File: src/rtl/int_to_fp_if.sv
// Purpose: operand/result handshake bundle for the integer-to-float converter.
// Latency: none (wires only).
// Backpressure: valid/ready on both the operand side and the result side.
interface int_to_fp_if;
    logic        in_valid;
    logic        in_ready;
    logic [31:0] in_data;
    logic        in_signed;
    logic        out_valid;
    logic        out_ready;
    logic [31:0] out_data;
    logic        out_inexact;

    // Producer/consumer of the converter
    modport master (
        output in_valid, in_data, in_signed, out_ready,
        input  in_ready, out_valid, out_data, out_inexact
    );

    // The converter itself
    modport slave (
        input  in_valid, in_data, in_signed, out_ready,
        output in_ready, out_valid, out_data, out_inexact
    );
endinterface

File: src/rtl/int_to_fp.sv
// Purpose: 32-bit signed/unsigned integer to IEEE-754 single, round-to-nearest-even.
// Latency: accept edge + lz/SHIFT_STEP NORM steps + 2 edges to out_valid; zero input takes 1 edge.
// Backpressure: one operand in flight; in_ready only in IDLE, result held until out_ready.
module int_to_fp #(
    parameter int SHIFT_STEP = 1    // legal: 1, 2, 4, 8
) (
    input  logic        clk,
    input  logic        rst,
    int_to_fp_if.slave  bus
);

    typedef enum logic [1:0] {
        IDLE  = 2'd0,
        NORM  = 2'd1,
        ROUND = 2'd2,
        DONE  = 2'd3
    } state_t;

    typedef struct packed {
        logic        sign;
        logic [7:0]  exp;
        logic [22:0] mant;
    } fp32_t;

    state_t      state_q, state_d;
    logic        sign_q, sign_d;
    logic [31:0] mag_q, mag_d;
    logic [7:0]  exp_q, exp_d;
    fp32_t       res_q, res_d;
    logic        inexact_q, inexact_d;

    logic        in_neg;
    logic [31:0] in_mag;
    logic [3:0]  lz_w;
    logic        guard, sticky, round_up;
    logic [23:0] mant_rnd;

    assign bus.in_ready    = (state_q == IDLE);
    assign bus.out_valid   = (state_q == DONE);
    assign bus.out_data    = res_q;
    assign bus.out_inexact = inexact_q;

    // Operand magnitude; negating 0x80000000 wraps back to 2^31, which is the wanted magnitude
    always_comb begin
        in_neg = bus.in_signed & bus.in_data[31];
        in_mag = in_neg ? (~bus.in_data + 32'd1) : bus.in_data;
    end

    // Leading zeros within the top SHIFT_STEP bits; lowest set index wins, all-zero gives SHIFT_STEP
    always_comb begin
        lz_w = 4'(SHIFT_STEP);
        for (int i = SHIFT_STEP - 1; i >= 0; i--) begin
            if (mag_q[31 - i]) begin
                lz_w = 4'(i);
            end
        end
    end

    // Round-to-nearest-even on the normalised magnitude; bit 23 of mant_rnd is the carry-out
    always_comb begin
        guard    = mag_q[7];
        sticky   = |mag_q[6:0];
        round_up = guard & (sticky | mag_q[8]);
        mant_rnd = {1'b0, mag_q[30:8]} + 24'(round_up);
    end

    // Next-state and datapath update for the conversion sequence
    always_comb begin
        state_d   = state_q;
        sign_d    = sign_q;
        mag_d     = mag_q;
        exp_d     = exp_q;
        res_d     = res_q;
        inexact_d = inexact_q;
        case (state_q)
            IDLE: begin
                if (bus.in_valid) begin
                    sign_d = in_neg;
                    mag_d  = in_mag;
                    exp_d  = 8'd158;
                    if (in_mag == 32'd0) begin
                        // Zero skips normalisation and is always +0
                        res_d     = '0;
                        inexact_d = 1'b0;
                        state_d   = DONE;
                    end else begin
                        state_d = NORM;
                    end
                end
            end
            NORM: begin
                if (lz_w == 4'd0) begin
                    state_d = ROUND;
                end else begin
                    mag_d = mag_q << lz_w;
                    exp_d = exp_q - 8'(lz_w);
                end
            end
            ROUND: begin
                // Mantissa carry leaves mant_rnd[22:0] at zero, so only the exponent moves
                res_d.sign = sign_q;
                res_d.exp  = exp_q + 8'(mant_rnd[23]);
                res_d.mant = mant_rnd[22:0];
                inexact_d  = guard | sticky;
                state_d    = DONE;
            end
            DONE: begin
                if (bus.out_ready) begin
                    state_d = IDLE;
                end
            end
            default: begin
                state_d = IDLE;
            end
        endcase
    end

    // State register
    always_ff @(posedge clk) begin
        if (rst) begin
            state_q <= IDLE;
        end else begin
            state_q <= state_d;
        end
    end

    // Working operand and registered result
    always_ff @(posedge clk) begin
        if (rst) begin
            sign_q    <= 1'b0;
            mag_q     <= '0;
            exp_q     <= '0;
            res_q     <= '0;
            inexact_q <= 1'b0;
        end else begin
            sign_q    <= sign_d;
            mag_q     <= mag_d;
            exp_q     <= exp_d;
            res_q     <= res_d;
            inexact_q <= inexact_d;
        end
    end

endmodule
File: src/flat_wrapper.sv
// flat-port wrapper written by rule: the top's interface ports become plain ports
module int_to_fp_flat 
#(
    parameter int SHIFT_STEP = 1                        
)
  (clk, rst, bus_in_valid, bus_in_data, bus_in_signed, bus_out_ready, bus_in_ready, bus_out_valid, bus_out_data, bus_out_inexact);
  int_to_fp_if bus_i ();
  input  logic clk;
  input  logic rst;
  input wire logic [$bits(bus_i.in_valid)-1:0] bus_in_valid;
  input wire logic [$bits(bus_i.in_data)-1:0] bus_in_data;
  input wire logic [$bits(bus_i.in_signed)-1:0] bus_in_signed;
  input wire logic [$bits(bus_i.out_ready)-1:0] bus_out_ready;
  output wire logic [$bits(bus_i.in_ready)-1:0] bus_in_ready;
  output wire logic [$bits(bus_i.out_valid)-1:0] bus_out_valid;
  output wire logic [$bits(bus_i.out_data)-1:0] bus_out_data;
  output wire logic [$bits(bus_i.out_inexact)-1:0] bus_out_inexact;
  assign bus_i.in_valid = bus_in_valid;
  assign bus_i.in_data = bus_in_data;
  assign bus_i.in_signed = bus_in_signed;
  assign bus_i.out_ready = bus_out_ready;
  assign bus_in_ready = bus_i.in_ready;
  assign bus_out_valid = bus_i.out_valid;
  assign bus_out_data = bus_i.out_data;
  assign bus_out_inexact = bus_i.out_inexact;
  int_to_fp #(.SHIFT_STEP(SHIFT_STEP)) u_core (.clk(clk), .rst(rst), .bus(bus_i));
endmodule
File: config.mk
export PLATFORM = sky130hd
export DESIGN_NAME = int_to_fp_flat
export DESIGN_NICKNAME = d
export VERILOG_FILES = /design/src/rtl/int_to_fp_if.sv /design/src/rtl/int_to_fp.sv /design/src/flat_wrapper.sv
export SDC_FILE = /design/constraint.sdc
export NUM_CORES = 1
export LEC_CHECK = 0
export CAP_MARGIN = 20
export CORE_MARGIN = 4
export CORE_UTILIZATION = 45
export CTS_CLUSTER_SIZE = 8
export DETAILED_ROUTE_END_ITERATION = 16
export PLACE_DENSITY = 0.69
export SETUP_SLACK_MARGIN = 0.1
export SLEW_MARGIN = 0
export SYNTH_ARGS = -nofsm -noshare
export SYNTH_HDL_FRONTEND = slang
export SYNTH_SLANG_ARGS = --single-unit
File: constraint.sdc
create_clock -name clk -period 3.38 [get_ports clk]
set_clock_uncertainty 0.2 [all_clocks]
set_input_delay 0.338 -clock clk [delete_from_list [all_inputs] [get_ports clk]]
set_output_delay 0.338 -clock clk [all_outputs]
set_load 0.005 [all_outputs]
# ---- Word level (Yosys, flattened, before mapping)
# Index checks and enable logic that the tools add are counted.
dict set report word_totals {
  regBits 76
  output_inout_bits 35
}
dict set report op_classes {
  add_sub_neg 4
  n_eq_ne 8
  n_shift 1
  n_mux 19
  bitwise_logic 5
  reduce_logical 10
}
# cell count
set ops {}
lappend ops {{two-way mux 32 bit} 5}
lappend ops {{one-hot mux 32 bit (2 select lines)} 2}
lappend ops {{adder 32 x 1 -> 32 bit (second input constant)} 1}
lappend ops {{logical NOT 32 bit} 1}
lappend ops {{inverter 32 bit} 1}
lappend ops {{<< shifter 32 x 1 -> 32 bit} 1}
lappend ops {{adder 23 x 1 -> 24 bit} 1}
lappend ops {{two-way mux 8 bit} 2}
lappend ops {{one-hot mux 8 bit (2 select lines)} 1}
lappend ops {{AND reduction 3 bit} 3}
lappend ops {{adder 8 x 1 -> 8 bit} 1}
lappend ops {{two-way mux 2 bit} 4}
lappend ops {{one-hot mux 2 bit (4 select lines)} 1}
lappend ops {{subtractor 8 x 1 -> 8 bit} 1}
lappend ops {{OR reduction 7 bit} 1}
lappend ops {{!= test 2 bit (second input constant)} 3}
lappend ops {{== test 2 bit (second input constant)} 2}
lappend ops {{logical NOT 4 bit} 1}
lappend ops {{!= test 2 x 1 -> 1 bit (second input constant)} 2}
lappend ops {{nonzero test 2 bit} 2}
lappend ops {{two-way mux 1 bit} 3}
lappend ops {{bitwise AND 1 bit} 2}
lappend ops {{== test 2 x 1 -> 1 bit (second input constant)} 1}
lappend ops {{logical NOT 2 bit} 1}
lappend ops {{3 further kinds} 4}

# ---- Longest topological paths before layout
dict set report logic_depth {
  word_depth 7
  ltp_mapped 14
}

# ---- Worst setup path after synthesis
# Ideal clock, no wire load.
dict set report synth_path {
  path_type {input to register}
  from {input port bus_in_data[12]}
  to {register u_core.res_q, in the netlist u_core.bus.out_data[16]}
  setup_time_ns 0.121
  t_arrival_ns 2.751
  setup_slack_ns 0.308
  stages 11
  n_path_buf 3
  path_cell_list {buf_4 > or4_4 > nor4_4 > a31oi_1 > a31oi_1 > o211ai_1 > or4_1 > buf_6 > nand2_8 > buf_12 > o21ai_2}
}
dict set report synth_between {
  elab_chain_len 6
}
# item line
set synth_lines {}
lappend synth_lines {{start, declared} flat_wrapper.sv:11} ;# input wire logic [$bits(bus_i.in_data)-1:0] bus_in_data;
lappend synth_lines {{inverter 32 bit} int_to_fp.sv:46} ;# in_mag = in_neg ? (~bus.in_data + 32'd1) : bus.in_data;
lappend synth_lines {{adder 32 x 1 -> 32 bit} int_to_fp.sv:46}
lappend synth_lines {{two-way mux 32 bit *} int_to_fp.sv:46}
lappend synth_lines {{logical NOT 32 bit *} int_to_fp.sv:81} ;# if (in_mag == 32'd0) begin
lappend synth_lines {{!= test 2 x 1 -> 1 bit (no source line) *} --}
lappend synth_lines {{AND reduction 3 bit (no source line) *} --}
lappend synth_lines {{end signal, assigned} int_to_fp.sv:139} ;# res_q <= res_d;
lappend synth_lines {{end, declared} int_to_fp.sv:29} ;# fp32_t res_q, res_d;
# Mark *: on every way between the ends. The rest lies on a longest branch, timed or not.
# A chain may end at the register's enable or synchronous reset.

# ---- Final worst setup path
dict set report layout_path {
  from {input port bus_in_data[5]}
  to {register u_core.res_q, in the netlist u_core.bus.out_data[11]}
}
# Same word-level chain as after synthesis.

==> results.toml <==
[outcome]
status = "completed"

[cells_and_area]
layout-drive-gt1-share_pct = 22.8
final_common_cell = "buf_4"
finish.instance_area_um2 = 7520
syn_to_final_growth_pct = 36.6
finalNonFillerCells = 1006
antenna_cells = 0
final_cell_mix = "buf_4, dfxtp_1, nand2_1"
nNetsFinal = 902

[clock_tree]
clk-insertion-delay-late_ns = 0.34
numCtsBuffers = 9
htreeDepth = 3
cts_tree = "yes"
ctsHoldBuffers = 0
clk_path_buf_depth = 2
clkSinkCount = 76
cts-root-buf = "clkbuf_16"
path_clk_slew_ns = 0.05

[hold_path]
hold_class = "reg -> reg"
hp-start = "u_core.bus.out_data[26]"
holdPathEnd = "u_core.bus.out_data[26]"
holdPathStages = 2

[placed_design]
port_buffers = 71
place.gp.congestion = 0.902
post_dp_cell_area_um2 = 6930
place_inst = 977
dp_hpwl_um = 12200

[route]
wire_per_inst_um = 16.0
viasPerCell = 5.72
via_count = 5753
dr_wl_met2_um = 7690
wl_met1_um = 7300
route.met3.wl_um = 752
routed_wl_um = 16100
drcViolationCount = 0
dr.pass1.iters = 6
drtAntennaViolNets = 0
dr.first_iter.drc_count = 427
top_layer = "met4"

[global_routing]
antenna_found_initial = 0
grt_max_degree = 51
overflow = 0
track_usage_pct = 22.4
grt_pass1_wl_um = 26100
grt_pass1_vias = 5260

[power]
p_leak_nw = 2.94
seqPwrFrac_pct = 33.7
powerDensity_nw_per_um2 = 524
clkPwrFrac_pct = 27.2
switching_share_pct = 37.4
pwr-share-comb_pct = 39.1
p_sw_mw = 1.48
power_mw = 3.94
ir_drop_mv = 0.367
p_int_mw = 2.47

[critical_path]
crit_required_ns = 3.40
rrSetupSlack_ns = 0.35
reg2reg_from = "u_core.mag_q[0]"
cp_max_fo = 6
arrival_ns = 3.20
crit_type = "in -> reg"
critPathCaptureType = "flop"
r2r.worst_path.cells = 14
worstSetupStartpointType = "input port"
r2r-end = "u_core.bus.out_data[29]"

[logic_synthesis]
ys_seq_area_share_pct = 27.7
yosysUniqueCellTypes = 69
ys_async_sr_fraction_pct = 0
synth-seq-cells = 76
synthCells = 713
synth_area_per_cell_um2 = 7.72
yosysWarnings = 0
syn_area_um2 = 5500
synth_edf_count = 0
syn-num-nets = 761
synthFlopType = "dfxtp_1"

[floorplan]
rows = 40
core_area_um2 = 12000
start_util_pct = 45.8
die_x_um = 119
ios = 72
fp.dieArea_um2 = 14100
die_h_um = 119

[sta]
hold_viol = 0
maxSlewViolCount = 0
min_period_ns = 3.18
fmax_mhz = 314
finalSetupViolCount = 0
fin_crit_sh_pct = 94.2
timing_worst_slew_pin_value_ns = 0.766
rsz0062_at_grt = "false"
relSlewSlack_pct = 49.0
fin_setup_tns_ns = 0

[job]
cap_violations = 0
## through the flow
stage	hold slack (ns)	worst slack (ns)	util [%]
after global placement	0.253	-0.387	57.7
after detailed placement	0.263	-0.458	57.7
after floorplan	0.249	0.308	-
after CTS	0.272	0.0862	61.5
final	0.272	0.196	62.6
after global routing	0.286	0.100	62.6
## Yosys cell counts, types with 11 or more instances
cell | instances | area [um^2]
o21ai_0 | 42 | 210
dfxtp_1 | 76 | 1520
nand3_1 | 35 | 175
o211ai_1 | 38 | 285
nand2b_1 | 29 | 181
clkbuf_1 | 44 | 165
a31oi_1 | 13 | 81.3
a21oi_1 | 36 | 180
xor2_1 | 20 | 175
and3_1 | 12 | 75.1
xnor2_1 | 40 | 350
o21ai_2 | 20 | 175
nor3_1 | 24 | 120
nor2_1 | 61 | 229
nand2_1 | 65 | 244
ha_1 | 11 | 138
## sequential cells by signal (all words and copies together), names as in the netlist
signal	count
u_core.mag_q	32
u_core.state_q	2
u_core.exp_q	8
u_core.sign_q	1
u_core.bus.out_inexact	1
u_core.bus.out_data	32
## area by class of cell
class	instances	area (um^2)
timing repair buffer	194	1710
sequential	76	1520
clock inverter	5	100
tap	147	184
inverter	9	33.8
multi-input combinational	564	3740
clock buffer	11	233
fill	1074	4490
## worst max path at each step
| stage | startpoint | to | slack, ns | cells after the start |
|---|---|---|---|---|
| global placement | bus_in_data[0] | u_core.bus.out_data[26] | -0.39 | 13 |
| CTS | bus_in_data[14] | u_core.bus.out_data[10] | 0.09 | 14 |
| floorplan | bus_in_data[12] | u_core.bus.out_data[16] | 0.31 | 11 |
| detailed placement | bus_in_data[0] | u_core.bus.out_data[10] | -0.46 | 13 |
| finish | bus_in_data[5] | u_core.bus.out_data[11] | 0.20 | 13 |
| global route | bus_in_data[9] | u_core.bus.out_data[24] | 0.10 | 14 |
## logic make-up (layout without fill, tap and decap cells)
logic type                 count (synthesis)  count (layout)  synth area share (%)
buffers and inverters                     73             219                  6.32
adders and majority gates                 11              11                  2.50
xor gates and xnor gates                  60              60                  9.55
muxes                                      9               9                  1.68
AOI/OAI and AO/OA                        197             197                  24.2
and+or+nand+nor                          287             287                  28.1
DFF                                       76              76                  27.7
## routing by layer
| layer | vias to the layer above | track usage, % |
|---|---|---|
| li1 | 2865 | - |
| met1 | 2687 | 29.6 |
| met2 | 181 | 37.0 |
| met3 | 20 | 3.21 |
| met4 | 0 | 7.97 |
| met5 | - | 0 |
## power groups by stage
stage / registers [mW] / clock network (mW) / logic, mW
global route: 1.36 / 1.13 / 1.72
floorplan: 1.27 / 0 / 1.10
detailed placement: 1.34 / 0 / 1.50
global placement: 1.33 / 0 / 1.46
CTS: 1.32 / 1.09 / 1.54
finish: 1.33 / 1.07 / 1.54
## repair_timing
| item | 4_1_cts | 5_1_grt |
|---|---|---|
| cloned | 0 | 1 |
| pin swaps | 9 | 17 |
| gates resized for setup | 18 | 30 |
| setup buffers | 9 | 3 |
| setup endpoints to repair | 34 | 33 |
## critical path, cell delays in order
cell	delay, ns
clkdlybuf4s50_1	0.42
buf_4	0.17
or3_4	0.40
nor4_4	0.29
buf_4	0.17
a41oi_1	0.14
nor3_2	0.21
o31ai_2	0.09
or4_4	0.58
nand2_8	0.12
buf_6	0.13
buf_4	0.11
o21ai_2	0.05
Power figures use the tool's default switching activity.
